$ cat src/rtl/oven_pkg.sv
// rtl/oven_pkg.sv - shared segment constants, decode table and digit-select type
package oven_pkg;

    localparam logic [6:0] SEG_OFF  = 7'h7F;
    localparam logic [6:0] SEG_DASH = 7'h3F;

    typedef enum logic {
        ONES = 1'b0,
        TENS = 1'b1
    } digit_sel_e;

    // Active-low {g,f,e,d,c,b,a}; anything outside 0-9 shows a dash.
    function automatic logic [6:0] bcd_seg(input logic [3:0] nibble);
        logic [6:0] s;
        case (nibble)
            4'd0:    s = 7'h40;
            4'd1:    s = 7'h79;
            4'd2:    s = 7'h24;
            4'd3:    s = 7'h30;
            4'd4:    s = 7'h19;
            4'd5:    s = 7'h12;
            4'd6:    s = 7'h02;
            4'd7:    s = 7'h78;
            4'd8:    s = 7'h00;
            4'd9:    s = 7'h10;
            default: s = SEG_DASH;
        endcase
        return s;
    endfunction

endpackage

$ cat src/rtl/bcd_to_seg7.sv
// rtl/bcd_to_seg7.sv - combinational BCD nibble to active-low segment decoder
module bcd_to_seg7
    import oven_pkg::*;
(
    input  logic [3:0] nibble,
    output logic [6:0] seg
);

    assign seg = bcd_seg(nibble);

endmodule

$ cat src/rtl/seg7_display.sv
// rtl/seg7_display.sv - two-digit multiplexed seven-segment driver with blink and leading-zero blank
module seg7_display
    import oven_pkg::*;
#(
    parameter int REFRESH_DIV = 25000,
    parameter int BLINK_TICKS = 250,
    parameter int LZ_BLANK    = 1
) (
    input  logic       clk,
    input  logic       rst,
    input  logic [7:0] digit_time,
    input  logic       timeout,
    output logic [6:0] seg,
    output logic [1:0] an
);

    localparam int RW = (REFRESH_DIV > 1) ? $clog2(REFRESH_DIV) : 1;
    localparam int BW = (BLINK_TICKS > 1) ? $clog2(BLINK_TICKS) : 1;
    localparam logic [RW-1:0] RCNT_LAST = RW'(REFRESH_DIV - 1);
    localparam logic [BW-1:0] BCNT_LAST = BW'(BLINK_TICKS - 1);

    logic [RW-1:0] rcnt;
    logic [BW-1:0] bcnt;
    logic          phase_on;
    logic [7:0]    disp;
    digit_sel_e    sel, sel_next;

    logic          tick;
    logic          frame_start;
    logic [7:0]    cur_digits;
    logic [3:0]    nibble;
    logic [6:0]    dec_seg;
    logic          blank;

    bcd_to_seg7 u_dec (
        .nibble (nibble),
        .seg    (dec_seg)
    );

    always_comb begin
        tick        = (rcnt == RCNT_LAST);
        frame_start = tick && (sel == TENS);
        sel_next    = sel;
        if (tick) begin
            sel_next = (sel == TENS) ? ONES : TENS;
        end
        // At frame start the fresh input is shown directly, since disp updates on the same edge.
        cur_digits = frame_start ? digit_time : disp;
        nibble     = (sel_next == ONES) ? cur_digits[3:0] : cur_digits[7:4];
        // A deasserted timeout forces visibility before the phase register has cleared.
        blank      = (timeout && !phase_on) ||
                     ((sel_next == TENS) && (LZ_BLANK != 0) && (nibble == 4'd0));
    end

    always_ff @(posedge clk) begin
        if (rst) begin
            rcnt     <= '0;
            sel      <= TENS;
            disp     <= 8'h00;
            bcnt     <= '0;
            phase_on <= 1'b1;
            seg      <= SEG_OFF;
            an       <= 2'b11;
        end else begin
            rcnt <= tick ? '0 : rcnt + RW'(1);
            sel  <= sel_next;
            if (frame_start) begin
                disp <= digit_time;
            end

            if (!timeout) begin
                bcnt     <= '0;
                phase_on <= 1'b1;
            end else if (tick) begin
                if (bcnt == BCNT_LAST) begin
                    bcnt     <= '0;
                    phase_on <= ~phase_on;
                end else begin
                    bcnt <= bcnt + BW'(1);
                end
            end

            if (tick) begin
                if (blank) begin
                    an  <= 2'b11;
                    seg <= SEG_OFF;
                end else begin
                    an  <= (sel_next == ONES) ? 2'b10 : 2'b01;
                    seg <= dec_seg;
                end
            end
        end
    end

endmodule

$ cat config.mk
export PLATFORM = sky130hd
export DESIGN_NAME = seg7_display
export DESIGN_NICKNAME = d
export VERILOG_FILES = /design/src/rtl/oven_pkg.sv /design/src/rtl/bcd_to_seg7.sv /design/src/rtl/seg7_display.sv
export SDC_FILE = /design/constraint.sdc
export NUM_CORES = 1
export LEC_CHECK = 0
export BUFFER_PORTS_ARGS = -buffer_cell sky130_fd_sc_hd__buf_2
export CORE_MARGIN = 2
export CORE_UTILIZATION = 34
export CTS_CLUSTER_DIAMETER = 80
export DETAILED_ROUTE_END_ITERATION = 7
export GPL_TIMING_DRIVEN = 0
export SLEW_MARGIN = 15
export SYNTH_ARGS = -nofsm -noshare
export SYNTH_HDL_FRONTEND = slang
export SYNTH_SLANG_ARGS = --single-unit
$ cat constraint.sdc
create_clock -name clk -period 4.4 [get_ports clk]
set_input_delay 0.22 -clock clk [delete_from_list [all_inputs] [get_ports clk]]
set_output_delay 0.22 -clock clk [all_outputs]
set_load 0.01 [all_outputs]
### Word level (Yosys, flattened, before mapping)

Memories as Yosys holds them, arrays and structs flattened.
Index checks and enable logic that the tools add are counted.

| word-level totals | value |
|---|---|
| register bits | 42 |
| word-level logic and storage cells | 31 |
| memories | 1 |
| ROM bits | 112 |
| bits of input ports | 11 |

Memories:

| memory | words | width | read ports | clocked after Yosys merged registers in | wr ports | line | text |
|---|---|---|---|---|---|---|---|
| (name not given) | 16 | 7 | 1 | 0 | 0 | oven_pkg.sv:15 | `case (nibble)` |

| operators by class | value |
|---|---|
| bitwise gates (word level) | 2 |
| equality and inequality tests | 2 |
| $add $sub $neg | 2 |
| reductions and logical operators | 9 |
| muxes and demuxes | 8 |

Operator list:

| kind | number |
|---|---|
| $mux W8 | 2 |
| $add A15 B1 Y15 const B | 1 |
| $eq A15 B15 Y1 const B | 1 |
| $add A8 B1 Y8 const B | 1 |
| $eq A8 B8 Y1 const B | 1 |
| $mux W7 | 1 |
| $logic_not A4 Y1 | 1 |
| $mux W2 | 2 |
| $mux W4 | 1 |
| $reduce_or A2 Y1 | 2 |
| $logic_and A1 B1 Y1 | 3 |
| $mux W1 | 2 |
| $not A1 Y1 | 2 |
| $reduce_and A2 Y1 | 1 |
| $logic_not A1 Y1 | 1 |
| $logic_or A1 B1 Y1 | 1 |

### Logic depth before layout (Yosys ltp)

Gate-level depths: netlist of the first run.

| logic depth | value |
|---|---|
| depth after elaboration | 8 |
| mapped depth | 14 |
| depth with buffers taken out | 12 |

### Cells and area by module

A second synthesis of the first run with hierarchy kept.

| second synthesis, totals | value |
|---|---|
| cells, all modules | 219 |
| area, all modules | 2,057.0 um^2 |

Modules (own cells, without submodules):

| module | times used | area each (um^2) | cells an instance |
|---|---|---|---|
| seg7_display | 1 | 1,833.0 | 188 |
| bcd_to_seg7 | 1 | 224.0 | 31 |

### Worst setup path after synthesis of the first run

OpenSTA, ideal clock, no wires.

| path | value |
|---|---|
| kind | register to register |
| start | reg rcnt[12] |
| end | reg seg[2] |
| arrival | 3.509 ns |
| buffers on the path | 2 |
| setup time | 0.117 ns |
| required time | 4.283 ns |
| setup slack | 0.775 ns |
| stages on the path, launching flop included | 11 |
| path through | dfxtp_1 -> or4b_1 -> or4_1 -> buf_2 -> clkinv_1 -> ha_1 -> buf_2 -> mux4_2 -> o21ai_0 -> or4b_4 -> o22a_1 |

| on the way | value |
|---|---|
| word-level cells in the longest chain between the ends | 8 |
| elaborated cells on any way between the ends | 10 |
| those cells by class | 1 x eq/ne; 4 x mux; 4 x reduce/logical; 1 x memory |

RTL lines:

| element | line | text |
|---|---|---|
| start, declared | seg7_display.sv:22 | `logic [RW-1:0] rcnt;` |
| start signal, assigned | seg7_display.sv:65 | `rcnt <= tick ? '0 : rcnt + RW'(1);` |
| $eq A15 B15 Y1 (*) | seg7_display.sv:41 | `tick = (rcnt == RCNT_LAST);` |
| branches (longest 7 deep; another with $mem_v2 Z16 W7) | n/a |  |
| end signal, assigned | seg7_display.sv:89 | `seg <= dec_seg;` |
| end, declared | seg7_display.sv:13 | `output logic [6:0] seg,` |

Mark *: on every way between the ends.
A chain may end at the register's enable or synchronous reset.

### Worst setup path in the final report of the first run

| path | value |
|---|---|
| start | reg rcnt[12] |
| end | reg seg[5] |

The elaborated chain is that of the path after synthesis.

==> results.sh, run 1 <==
export IMPL_status="finished clean"
export IMPL_grt_overflow_total=0
export IMPL_layout_commonest_cell="dfxtp_1"
export IMPL_hold_viol_final=0
export IMPL_avgViaCountPerCell=5.00
export IMPL_drt_iter0_drc=67
export IMPL_totalPowerFinal_mw=0.660
export IMPL_end_kind="flop"
export IMPL_min_from="digit_time[1]"
export IMPL_tightest_slew_ns=0.484
export IMPL_clock_sinks=42
export IMPL_hold_slack_ns=0.169
export IMPL_die_x_um=80.7
export IMPL_finalSetupViolations=0
export IMPL_dp_hpwl_um=2700
export IMPL_ctsResizeCount=0
export IMPL_routed_via_count=1556
export IMPL_root_buffer="clkbuf_8"
export IMPL_setup_tns_ns=0
export IMPL_syn_area_mm2=0.00200
export IMPL_critPathLaunchType="flop"
export IMPL_r2r_start="rcnt[12]"
export IMPL_place_gp_congestion=0.795
export IMPL_wire_per_inst_um=11.9
export IMPL_synth_cell_types=43
export IMPL_startpoint="rcnt[12]"
export IMPL_rr_worst_depth=13
export IMPL_pin_count=20
export IMPL_port_buffers=19
export IMPL_synth_edff_count=0
export IMPL_min_to="disp[1]"
export IMPL_antenna_found_initial=0
export IMPL_die_h_um=80.7
export IMPL_post_synth_top_area_cell="dfxtp_1"
export IMPL_r2r_end="seg[5]"
export IMPL_synth_seq_area_share_pct=42.0
export IMPL_post_cts_buffers=0
export IMPL_drc=0
export IMPL_synth_async_sr_flop_share_pct=0
export IMPL_nNetsFinal=259
export IMPL_cts_buffers=5
export IMPL_routed_wl_um=3700
export IMPL_grt_max_degree=13
export IMPL_rrSetupSlack_ns=0.45
export IMPL_fin_crit_sh_pct=89.8
export IMPL_power_density_mw_per_mm2=290
export IMPL_synthToLayoutAreaGrowth_pct=13.8
export IMPL_holdCritPathClass="primary input to flop"
export IMPL_drive_above_1_share_pct=16.3
export IMPL_rows=27
export IMPL_synth_nets=233
export IMPL_slew_headroom_pct=67.5
export IMPL_cts_hold_buf=0
export IMPL_initial_core_util_pct=35.7
export IMPL_fin_crit_ns=3.95
export IMPL_worstSetupPathType="flop to flop"
export IMPL_worst_path_max_fanout=10
export IMPL_synth_seq_cells=42
export IMPL_required_ns=4.60
export IMPL_syn_avg_cell_area_um2=9.44
export IMPL_syn_inst=212
export IMPL_htree_num_levels=2
export IMPL_ys_warnings_count=0
export IMPL_rsz0062_at_grt="false"
export IMPL_first_global_vias=1428
export IMPL_synth_area_top_cells="dfxtp_1 42%, ha_1 6.3%, nor2_1 4.9%"
export IMPL_die_area_mm2=0.00652
export IMPL_drt_pass1_iterations=4
export IMPL_max_freq_mhz=253
export IMPL_layout_common_cells="42 x dfxtp_1, 26 x nor2_1, 22 x buf_2"
export IMPL_grt_pass1_wl_um=6410
export IMPL_slew_viol_final=0
export IMPL_clock_path_buffers=2
export IMPL_hold_depth=3
export IMPL_leakage_nw=0.819
export IMPL_peakVddDrop_mv=0.165
export IMPL_cts_reportedPaths_clkPinSlew_ns=0.08
export IMPL_maxCapViolations=0
export IMPL_final_setup_skew_ns=0.00802
export IMPL_ys_flop_type="dfxtp_1"
export IMPL_core_area_mm2=0.00561
export IMPL_yosysTopAreaCellShare_pct=42.0
export IMPL_cts_tree="yes"
export IMPL_ant_nets=0
export IMPL_crit_arrival_ns=4.15
export IMPL_insertedDiodeCount=0
export IMPL_track_usage_pct=12.8
export IMPL_clock_latency_ns=0.30
==> per-layer routing <==
metal	share of wire, %	GRT usage [%]	vias to the layer above
li1	-	-	813
met1	50	16.3	721
met2	45	19.8	15
met5	0	0	-
met4	1.9	6.61	0
met3	3.4	3.67	7
==> layout make-up <==
class / instances / area [um2]
buffer: 8 / 33.8
clock buffer: 7 / 86.3
clock inverter: 1 / 5.00
fill: 586 / 3330
inverter: 10 / 37.5
multi-input combinational: 152 / 1090
sequential: 42 / 841
tap: 72 / 90.1
timing repair buffer: 19 / 95.1
==> report_power, final <==
| group | switching [mW] | leakage (nW) | internal (mW) | total [mW] |
|---|---|---|---|---|
| clock | 0.130 | 0.0482 | 0.127 | 0.257 |
| sequential | 0.00181 | 0.339 | 0.382 | 0.384 |
| combinational | 0.0115 | 0.432 | 0.00759 | 0.0191 |
==> cell usage after synthesis (2+ instances only) <==
master and instances:
nand4_1 2, o31ai_1 2, clkbuf_1 5, a31oi_1 2, a21o_1 2, xor2_1 6, o21ai_0 7, nand2b_1 3
or4_1 4, a21oi_1 10, ha_1 10, and3_1 3, or2_2 2, nand2_1 11, inv_1 9, buf_2 3
mux2i_1 8, a2bb2oi_1 3, and4_1 2, xnor2_1 6, nand3_1 8, o22a_1 4, nor2_1 26, mux2_2 2
nor3_1 4, or3_1 7, mux4_2 4, dfxtp_1 42
==> worst max-delay path, cell delays in order (launching register included) <==
cell and delay (ns):
dfxtp_1 0.35, or4b_1 0.54, or4_1 0.53, buf_2 0.18, clkinv_1 0.16, ha_1 0.26
buf_2 0.31, mux4_2 0.35, inv_1 0.09, ha_1 0.21, nand2_1 0.06, nor3_1 0.06
or4b_4 0.54, o22a_1 0.19
==> cells by family after synthesis <==
group	count (synthesis)	synth area share [%]
buffers and inverters	18	3.56
DFF	42	42.0
adders and majority gates	10	6.25
and+or+nand+nor	82	22.1
xor gates and xnor gates	12	5.25
AOI/OAI and AO/OA	34	11.2
muxes	14	9.63
==> per-stage QoR <==
stage | setup slack [ns] | cells | area [um2] | util (%)
floorplan | 0.775 | 212 | 2000 | -
global placement | 0.406 | 303 | 2190 | 39.0
detailed placement | 0.422 | 303 | 2190 | 39.0
CTS | 0.400 | 311 | 2280 | 40.6
global route | 0.151 | 311 | 2280 | 40.6
finish | 0.448 | 311 | 2280 | 40.6
==> flip-flops by register name, summed over array words and instances (netlist names) <==
name / cells
rcnt: 15
sel: 1
disp: 8
seg: 7
bcnt: 8
phase_on: 1
an: 2
==> worst max-delay path by stage <==
stage	end	slack (ns)	depth (start not counted)
5_1_grt	an[1]	0.15	13
6_report	seg[5]	0.45	13
3_5_place_dp	seg[3]	0.42	13
3_3_place_gp	seg[0]	0.41	13
2_1_floorplan	seg[2]	0.77	10
4_1_cts	seg[3]	0.40	13
No activity file was read; power rests on OpenSTA's default activity.
==> run 2: changes to the inputs <==
clock period = 4.14 ns   (was 4.4 ns; I/O delays follow)
==> run 2 against run 1 <==
Fmax is 1.2% higher. Non-clock buffer count stayed put. Worst hold slack worse by 0.013 ns. Register-to-register slack worse by 0.21 ns. Clock skew hardly changed. Core utilization is 0.089 points higher.
==> results.sh, run 2 (synthesis results as in run 1) <==
export IMPL_rows=27
export IMPL_critPathLaunchType="flop"
export IMPL_tightest_slew_ns=0.484
export IMPL_rsz0062_at_grt="false"
export IMPL_ant_nets=0
export IMPL_peakVddDrop_mv=0.175
export IMPL_postLayoutCoreUtil_pct=40.7
export IMPL_maxCapViolations=0
export IMPL_end_kind="flop"
export IMPL_initial_core_util_pct=35.7
export IMPL_slew_viol_final=0
export IMPL_grt_overflow_total=0
export IMPL_die_h_um=80.7
export IMPL_crit_family="simple AND/OR/NAND/NOR gates"
export IMPL_leakage_nw=0.817
export IMPL_ctsResizeCount=0
export IMPL_p_seq_share_pct=58.2
export IMPL_die_area_mm2=0.00652
export IMPL_grt_busiest_layer="met2"
export IMPL_clock_sinks=42
export IMPL_pwr_share_clk_pct=38.9
export IMPL_cp_num_buf_inv=4
export IMPL_grt_pass1_wl_um=6410
export IMPL_pin_count=20
export IMPL_largestRegisters="rcnt: 15 flops, bcnt: 8 flops, disp: 8 flops"
export IMPL_first_global_vias=1428
export IMPL_synthToLayoutAreaGrowth_pct=14.1
export IMPL_grtUsageMet2_pct=19.8
export IMPL_nNetsFinal=259
export IMPL_pwr_share_comb_pct=2.9
export IMPL_cts_buffers=5
export IMPL_place_gp_congestion=0.795
export IMPL_finalSetupViolations=0
export IMPL_slew_headroom_pct=67.5
export IMPL_power_density_mw_per_mm2=307
export IMPL_status="finished clean"
export IMPL_cp_slowest_cell="or4b_1"
export IMPL_core_area_mm2=0.00561
export IMPL_drc=0
export IMPL_fin_crit_ns=3.90
export IMPL_die_x_um=80.7
export IMPL_drt_pass1_iterations=4
export IMPL_avgViaCountPerCell=5.01
export IMPL_p_int_mw=0.549
export IMPL_holdCritPathClass="primary input to flop"
export IMPL_clock_latency_ns=0.30
export IMPL_layout_commonest_cell="dfxtp_1"
export IMPL_routed_wl_um=3700
export IMPL_swShare_pct=21.8
export IMPL_grtUsageMet1_pct=16.3
export IMPL_post_cts_buffers=0
export IMPL_use_met3_pct=3.67
export IMPL_hold_viol_final=0
export IMPL_htree_num_levels=2
export IMPL_clock_path_buffers=2
export IMPL_cts_hold_buf=0
export IMPL_worst_path_max_fanout=9
export IMPL_cts_reportedPaths_clkPinSlew_ns=0.08
export IMPL_wire_per_inst_um=11.9
export IMPL_track_usage_pct=12.8
export IMPL_max_freq_mhz=256
export IMPL_largest_reg_flops=15
export IMPL_switchingPower_mw=0.153
export IMPL_root_buffer="clkbuf_8"
export IMPL_antenna_found_initial=0
export IMPL_final_setup_skew_ns=0.00804
export IMPL_layout_common_cells="42 x dfxtp_1, 26 x nor2_1, 21 x buf_2"
export IMPL_dp_hpwl_um=2700
export IMPL_routed_via_count=1558
export IMPL_drt_iter0_drc=67
export IMPL_cts_tree="yes"
export IMPL_drive_above_1_share_pct=16.7
export IMPL_slowest_delay_ns=0.54
export IMPL_crit_arrival_ns=4.10
export IMPL_port_buffers=19
export IMPL_insertedDiodeCount=0
export IMPL_grt_max_degree=13
export IMPL_critical_path_cell_chain="or4b_1 > or4_1 > buf_2 > clkinv_1 > ha_2 > clkbuf_1 > mux4_2 > inv_1 > ha_1 > nand2_1 > nor3_1 > or4b_4 > o22a_1"
export IMPL_regMostFlops="rcnt"
export IMPL_required_ns=4.34
export IMPL_fin_crit_sh_pct=94.3
export IMPL_worstSetupPathType="flop to flop"
export IMPL_setup_tns_ns=0
[run 2: changes by cell type in the layout (fill, tap and decap cells not counted)]
| cell | change |
|---|---|
| buf_2 | -1 |
| clkbuf_4 | +1 |
| ha_1 | -1 |
| ha_2 | +1 |
[run 2: cell type report]
class,instances,area (um2)
Clock buffer,7,86.3
Inverter,10,37.5
Timing Repair Buffer,19,95.1
Multi-Input combinational cell,152,1090
Sequential cell,42,841
Tap cell,72,90.1
Buffer,8,36.3
Clock inverter,1,5.00
Fill cell,586,3320
[run 2: per-stage QoR]
stage                     setup WS (ns)  std cells  power [mW]  hold slack, ns  cell area, um2
after floorplan                   0.515        212       0.428           0.313            2000
after global placement            0.146        303       0.438           0.432            2190
after detailed placement          0.162        303       0.438           0.445            2190
after CTS                         0.140        311       0.714           0.143            2280
after global routing            0.00884        311       0.735           0.167            2280
final                             0.236        311       0.701           0.156            2280
[run 2: worst register-to-register path, delay by kind of cell, from the launching register on]
family,cells,cell delay [ns]
simple gates,5,1.73
buf+inv,4,0.67
compound gates,1,0.19
flops,1,0.35
fa+ha+maj,2,0.50
mux,1,0.37
[run 2: power by group through the flow]
| stage | Clock [mW] | Sequential, mW | Combinational, mW |
|---|---|---|---|
| global route | 0.305 | 0.408 | 0.0225 |
| detailed placement | 0 | 0.418 | 0.0205 |
| finish | 0.273 | 0.408 | 0.0202 |
| CTS | 0.285 | 0.408 | 0.0205 |
| floorplan | 0 | 0.417 | 0.0110 |
| global placement | 0 | 0.417 | 0.0204 |
[run 2: worst paths after layout]
kind                       from      end  cells after the start  slack [ns]
hold reg to reg         rcnt[0]  rcnt[0]                      1        0.45
setup / recovery       rcnt[12]   seg[5]                     13        0.24
setup reg to reg       rcnt[12]   seg[5]                     13        0.24
hold / removal    digit_time[1]  disp[1]                      3        0.16
[run 2: layer usage]
metal | vias to the layer above | wire [um]
met1 | 722 | 1840
met2 | 15 | 1660
met4 | 0 | 70
li1 | 814 | -
met3 | 7 | 126
met5 | - | 0
